### src/rtl/lsu_ctrl.sv
// ---------------------------------------------------------------------------
// lsu_ctrl -- load/store unit sitting behind the ALU.
//
// Takes the ALU result as the effective address, runs one request/grant/
// response transaction at a time against data memory, steers byte lanes for
// stores and extracts + sign/zero-extends load data. The core is stalled
// while an access is in flight.
//
// Optional feature macro: LSU_MISALIGN_TRAP_EN
//   defined   : misaligned H/W accesses skip memory, complete in one cycle
//               with lsu_misalign_o=1 (and, for loads, lsu_rdata_o=0).
//   undefined : lsu_misalign_o tied to 0, misaligned offsets are aligned down.
//
// Ports:
//   clk_i, rst_ni          clock (rising edge), async active-low reset
//   lsu_addr_i             effective byte address
//   lsu_wdata_i            store data (rs2)
//   lsu_rd_i / lsu_wr_i    load / store request (store wins if both)
//   lsu_funct3_i           000 B, 001 H, 010 W, 100 BU, 101 HU (others = W)
//   lsu_stall_o            hold PC/instruction
//   lsu_done_o             one-cycle completion pulse
//   lsu_rdata_o            registered, extended load result
//   lsu_misalign_o         misaligned flag, valid with lsu_done_o
//   mem_req_o/we_o         request valid / write
//   mem_addr_o             word-aligned address (DMEM_AW bits, 3..32)
//   mem_wdata_o/be_o       lane-replicated write data / byte enables
//   mem_gnt_i              request accepted
//   mem_rvalid_i/rdata_i   read data valid / read word
// ---------------------------------------------------------------------------
module lsu_ctrl #(
  parameter int unsigned DMEM_AW = 32
) (
  input  logic               clk_i,
  input  logic               rst_ni,
  input  logic [31:0]        lsu_addr_i,
  input  logic [31:0]        lsu_wdata_i,
  input  logic               lsu_rd_i,
  input  logic               lsu_wr_i,
  input  logic [2:0]         lsu_funct3_i,
  output logic               lsu_stall_o,
  output logic               lsu_done_o,
  output logic [31:0]        lsu_rdata_o,
  output logic               lsu_misalign_o,
  output logic               mem_req_o,
  output logic               mem_we_o,
  output logic [DMEM_AW-1:0] mem_addr_o,
  output logic [31:0]        mem_wdata_o,
  output logic [3:0]         mem_be_o,
  input  logic               mem_gnt_i,
  input  logic               mem_rvalid_i,
  input  logic [31:0]        mem_rdata_i
);

  typedef enum logic [1:0] {IDLE, REQ, WAIT, DONE} state_e;
  typedef enum logic [1:0] {SZ_B, SZ_H, SZ_W} size_e;

  // Undefined funct3 encodings fall through to word size.
  function automatic size_e size_of(input logic [2:0] f3);
    case (f3)
      3'b000, 3'b100: size_of = SZ_B;
      3'b001, 3'b101: size_of = SZ_H;
      default:        size_of = SZ_W;
    endcase
  endfunction

  state_e             state_q;
  logic [1:0]         addr_lo_q;
  logic [2:0]         funct3_q;
  logic               we_q;
  logic               req_q;
  logic [DMEM_AW-1:0] mem_addr_q;
  logic [3:0]         be_q;
  logic [31:0]        wdata_q;
  logic [31:0]        rdata_q;
  logic               done_q;

  size_e              size_d;
  logic [3:0]         be_d;
  logic [31:0]        wdata_d;
  logic [DMEM_AW-1:0] word_addr_d;
  logic [7:0]         ld_byte;
  logic [15:0]        ld_half;
  logic [31:0]        ext_d;

  // Store lane steering, computed from the live request so it can be latched
  // in the IDLE cycle. Halfword lanes use addr[1] only, so a misaligned
  // halfword is naturally aligned down.
  always_comb begin
    size_d  = size_of(lsu_funct3_i);
    be_d    = 4'b1111;
    wdata_d = lsu_wdata_i;
    case (size_d)
      SZ_B: begin
        be_d    = 4'b0001 << lsu_addr_i[1:0];
        wdata_d = {4{lsu_wdata_i[7:0]}};
      end
      SZ_H: begin
        be_d    = lsu_addr_i[1] ? 4'b1100 : 4'b0011;
        wdata_d = {2{lsu_wdata_i[15:0]}};
      end
      default: begin
        be_d    = 4'b1111;
        wdata_d = lsu_wdata_i;
      end
    endcase
  end

  assign word_addr_d = {lsu_addr_i[DMEM_AW-1:2], 2'b00};

  // Load extraction works on the latched offset/funct3 and the live read word.
  always_comb begin
    case (addr_lo_q)
      2'd0:    ld_byte = mem_rdata_i[7:0];
      2'd1:    ld_byte = mem_rdata_i[15:8];
      2'd2:    ld_byte = mem_rdata_i[23:16];
      default: ld_byte = mem_rdata_i[31:24];
    endcase
    ld_half = addr_lo_q[1] ? mem_rdata_i[31:16] : mem_rdata_i[15:0];
    case (funct3_q)
      3'b000:  ext_d = {{24{ld_byte[7]}}, ld_byte};
      3'b100:  ext_d = {24'h0, ld_byte};
      3'b001:  ext_d = {{16{ld_half[15]}}, ld_half};
      3'b101:  ext_d = {16'h0, ld_half};
      default: ext_d = mem_rdata_i;
    endcase
  end

`ifdef LSU_MISALIGN_TRAP_EN
  logic misalign_d;
  logic misalign_q;

  always_comb begin
    misalign_d = 1'b0;
    case (size_d)
      SZ_H:    misalign_d = lsu_addr_i[0];
      SZ_W:    misalign_d = (lsu_addr_i[1:0] != 2'b00);
      default: misalign_d = 1'b0;
    endcase
  end
`endif

  // Single FSM block; every memory-side and completion output is a register.
  always_ff @(posedge clk_i or negedge rst_ni) begin
    if (!rst_ni) begin
      state_q    <= IDLE;
      addr_lo_q  <= 2'b00;
      funct3_q   <= 3'b000;
      we_q       <= 1'b0;
      req_q      <= 1'b0;
      mem_addr_q <= '0;
      be_q       <= 4'b0000;
      wdata_q    <= 32'h0;
      rdata_q    <= 32'h0;
      done_q     <= 1'b0;
`ifdef LSU_MISALIGN_TRAP_EN
      misalign_q <= 1'b0;
`endif
    end else begin
      done_q <= 1'b0;
`ifdef LSU_MISALIGN_TRAP_EN
      misalign_q <= 1'b0;
`endif
      case (state_q)
        IDLE: begin
          if (lsu_rd_i || lsu_wr_i) begin
            addr_lo_q  <= lsu_addr_i[1:0];
            funct3_q   <= lsu_funct3_i;
            we_q       <= lsu_wr_i;
            mem_addr_q <= word_addr_d;
            be_q       <= be_d;
            wdata_q    <= wdata_d;
`ifdef LSU_MISALIGN_TRAP_EN
            if (misalign_d) begin
              // Trap path: no memory traffic, complete next cycle. Stores
              // leave the load result alone.
              state_q    <= DONE;
              done_q     <= 1'b1;
              misalign_q <= 1'b1;
              if (!lsu_wr_i) begin
                rdata_q <= 32'h0;
              end
            end else begin
              state_q <= REQ;
              req_q   <= 1'b1;
            end
`else
            state_q <= REQ;
            req_q   <= 1'b1;
`endif
          end
        end
        REQ: begin
          if (mem_gnt_i) begin
            req_q <= 1'b0;
            if (we_q) begin
              state_q <= DONE;
              done_q  <= 1'b1;
            end else begin
              state_q <= WAIT;
            end
          end
        end
        WAIT: begin
          if (mem_rvalid_i) begin
            rdata_q <= ext_d;
            state_q <= DONE;
            done_q  <= 1'b1;
          end
        end
        default: begin
          state_q <= IDLE;
        end
      endcase
    end
  end

  // The request cycle itself stalls, so this is decoded combinationally;
  // gating with rst_ni makes stall fall together with the async reset.
  assign lsu_stall_o = rst_ni & (((state_q == IDLE) & (lsu_rd_i | lsu_wr_i)) |
                                 (state_q == REQ) | (state_q == WAIT));

  assign lsu_done_o  = done_q;
  assign lsu_rdata_o = rdata_q;
  assign mem_req_o   = req_q;
  assign mem_we_o    = we_q;
  assign mem_addr_o  = mem_addr_q;
  assign mem_wdata_o = wdata_q;
  assign mem_be_o    = be_q;

`ifdef LSU_MISALIGN_TRAP_EN
  assign lsu_misalign_o = misalign_q;
`else
  assign lsu_misalign_o = 1'b0;
`endif

endmodule

### config.mk
export PLATFORM = sky130hd
export DESIGN_NAME = lsu_ctrl
export DESIGN_NICKNAME = d
export VERILOG_FILES = /design/src/rtl/lsu_ctrl.sv
export SDC_FILE = /design/constraint.sdc
export NUM_CORES = 1
export LEC_CHECK = 0
export CORE_AREA = 8 8 91 154
export CTS_BUF_LIST = sky130_fd_sc_hd__clkbuf_8
export CTS_CLUSTER_SIZE = 14
export DETAILED_ROUTE_END_ITERATION = 16
export DIE_AREA = 0 0 99 162
export PLACE_DENSITY_LB_ADDON = 0.05
export SYNTH_ARGS = -nofsm -noshare
export SYNTH_HDL_FRONTEND = slang
export SYNTH_SLANG_ARGS = --single-unit
### constraint.sdc
create_clock -name clk_i -period 2.3 [get_ports clk_i]
set_clock_uncertainty 0.05 [all_clocks]
set_input_delay 0.23 -clock clk_i [delete_from_list [all_inputs] [get_ports clk_i]]
set_output_delay 0.23 -clock clk_i [all_outputs]
set_load 0.01 [all_outputs]
==> results.cfg <==
[power]
pwr_density_cell_nw_per_um2 = 1321
finalPower_mw = 9.881
vdd_drop_max_mv = 0.6492
power_leakage_nw = 3.152

[grt]
grt_max_degree = 95
use_met2_pct = 35.95
gr-usage-met3_pct = 6.730
grt_overflow = 0
met1_usage_pct = 19.56
track_usage_pct = 20.13
grt_pass1_wl_um = 24970
grt_pass1_vias = 4748
grt_busiest_layer = met2
antenna_found_initial = 0

[cells_and_area]
drive_above_1_share_pct = 15.31
fin_nets = 759
fillers = 1024
area_growth_pct = 47.51
insertedDiodeCount = 0
fin_area_um2 = 7478
fin_cells = 790
regArea_um2 = 2703
multiInputGateArea_um2 = 2171

[die]
row_count = 53
pin_count = 210
dieArea_um2 = 16040
die_h_um = 162
coreArea_um2 = 11870
start_util_pct = 42.71
die_x_um = 99

[worst_setup_path]
critPathMaxFanout = 16
crit_path_top_delay_cell = dfrtp_1
crit_buf_inv = 2
r2r_slack_ns = 0.22
critical_path_class = flip-flop to flip-flop
worstPathCellList = inv_1 > ha_1 > buf_4 > and3b_1 > nand2b_1 > o22ai_1
r2r_start = state_q[0]
reg2reg_to = lsu_rdata_o[30]
crit_family = simple AND/OR/NAND/NOR gates
cp_slowest_stage_delay_ns = 0.43
endpoint_kind = flip-flop
startpoint = state_q[0]
worstSetupEndpoint = lsu_rdata_o[30]
arrival_ns = 2.31
r2r_cells = 6
cp-start-kind = flip-flop
cp.depth = 6
required_ns = 2.53

[cts]
cts_tree = yes
clock-sinks = 108
cts_buffer_depth = 2
cts_made_buffers = 9
htree_levels = 3
postCtsSetupBuffers = 0
cts-root-buf = clkbuf_8
cts.clk_slew.worst_paths_ns = 0.10
clk_latency_ns = 0.37

[timing]
relSlewSlack_pct = 52.06
fmax_mhz = 479.7
timing.final.crit_period_ns = 2.085
fin_crit_sh_pct = 90.65
drv_slew = 0
hold_violations = 0
finalSetupViolCount = 0
tightest_slew_ns = 0.7191
fin_tns_setup_ns = 0
grt_setup_unrepaired = no

[routing]
wire_per_inst_um = 20.51
antenna_left = 0
route.detailed.drc = 0
via_per_inst = 5.377
first_iter_violations = 157
vias = 4248
detail_route.wirelength_um = 16200
drtPass1Iterations = 4

[placement]
placed_area_um2 = 7269
placed_cells = 776
gp_congestion = 0.8782
hpwl_um = 12520
port_buffers = 206

[logic_synthesis]
synth_xor_area_share_pct = 0
synth_top_family_by_area = multiplexers
ys.flop_type = dfrtp_1
synth_compound_area_share_pct = 12.09
synth-edff-count = 0
yosys.area_share.adder_pct = 0.9872
synth-async-reset-ratio_pct = 100.0
synthSimpleGateAreaFrac_pct = 9.526
muxShareOfSynthArea_pct = 19.72
seq_area_frac_synth_pct = 53.31
synth_warnings = 0
syn_area_per_cell_um2 = 11.24
synth_area_um2 = 5070
yosys_register_bits = 108
yosysUniqueCellTypes = 43
synth_cells = 451

[job]
maxCapViolations = 0

[worst_hold_path]
min_path_type = primary input to async pin

[status]
status = finished, final reports clean
-- cell type report --
class | count | area share [%]
clock buffers | 9 | 1.656
clock inverters | 5 | 1.071
inverters | 8 | 0.4015
multi-input cells | 302 | 29.03
flip-flops and latches | 108 | 36.14
well taps | 137 | 2.292
repair buffers | 221 | 29.41
-- synthesized netlist by cell type, types with 2 or more instances --
library cell  instances  share of area [%]
dfrtp_1             108                 53
mux2_2               61                 14
nand2_1              44                3.3
o21ai_0              38                3.8
a21oi_1              30                3.0
mux2i_1              29                5.7
nor2_1               23                1.7
o22ai_1              16                2.0
buf_2                15                1.5
clkbuf_1             10               0.74
nand4b_1              8                1.4
inv_1                 7               0.52
nand2b_1              7               0.86
buf_4                 6               0.89
a211oi_1              5               0.74
ha_1                  4               0.99
nor4_1                4               0.49
a22oi_1               3               0.44
o221ai_1              3               0.52
a21boi_0              2               0.30
buf_1                 2               0.15
buf_6                 2               0.44
nor2b_1               2               0.25
nor3_1                2               0.20
or2_2                 2               0.25
-- sequential cells by signal, summed over array words and instances, names as in the netlist --
register and count:
mem_wdata_o 32, mem_be_o 4, mem_we_o 1, lsu_rdata_o 32
lsu_done_o 1, mem_addr_o 30, addr_lo_q 2, mem_req_o 1
state_q 2, funct3_q 3
-- metrics by stage --
step                      worst slack, ns  hold slack (ns)  utilization [%]
final                              0.2152          0.01480            63.00
after global routing              0.08319          0.04878            63.00
after detailed placement           0.2797           0.4194            61.24
after CTS                        0.007172          0.02972            62.98
after floorplan                    0.5491          -0.1156                -
after global placement             0.3663           0.4114            61.24
-- cell usage in the layout (no fill, tap or decap), types with 2 or more instances in the layout --
| cell | instances |
|---|---|
| a211oi_1 | 5 |
| a21boi_0 | 2 |
| a21oi_1 | 30 |
| a22oi_1 | 3 |
| buf_12 | 2 |
| buf_4 | 14 |
| bufinv_16 | 2 |
| clkbuf_8 | 9 |
| clkdlybuf4s50_1 | 204 |
| conb_1 | 3 |
| dfrtp_1 | 108 |
| ha_1 | 3 |
| inv_1 | 8 |
| mux2_2 | 61 |
| mux2i_1 | 29 |
| nand2_1 | 44 |
| nand2b_1 | 7 |
| nand4b_1 | 8 |
| nor2_1 | 23 |
| nor2b_1 | 2 |
| nor3_1 | 2 |
| nor4_1 | 4 |
| o21ai_0 | 38 |
| o221ai_1 | 3 |
| o22ai_1 | 16 |
| or2_2 | 2 |
-- cell families after synthesis --
family	Yosys count
flip-flops	108
AO/OA/AOI/OAI	104
AND/OR/NAND/NOR	100
multiplexers	91
buffers and inverters	43
adder cells (fa/ha/maj)	4
other	1
-- layer usage --
layer / routed length, um / up-vias
met3: 1352 / 35
li1: - / 2000
met4: 704 / 0
met1: 5705 / 2028
met2: 8443 / 185
met5: 0 / -
-- how the worst min path moves through the flow --
stage                    startpoint               to  slack, ns
floorplan                    rst_ni     addr_lo_q[0]      -0.12
global placement    mem_wdata_o[16]  mem_wdata_o[16]       0.41
detailed placement  mem_wdata_o[23]  mem_wdata_o[23]       0.42
CTS                          rst_ni  lsu_rdata_o[12]       0.03
global route                 rst_ni  lsu_rdata_o[14]       0.05
finish                       rst_ni  lsu_rdata_o[12]       0.01
-- report_power, final --
group          switching, mW  internal (mW)  total, mW
combinational           2.27           2.89       5.16
clock                  0.621          0.600       1.22
sequential             0.633           2.87       3.50
total                   3.52           6.36       9.88
-- timing repair --
action                                  CTS  global route
hold buffers                              0             0
endpoints found under the setup margin    1             1
gates resized for setup                   1             1
Note: power is estimated with default switching activity, not from simulation.
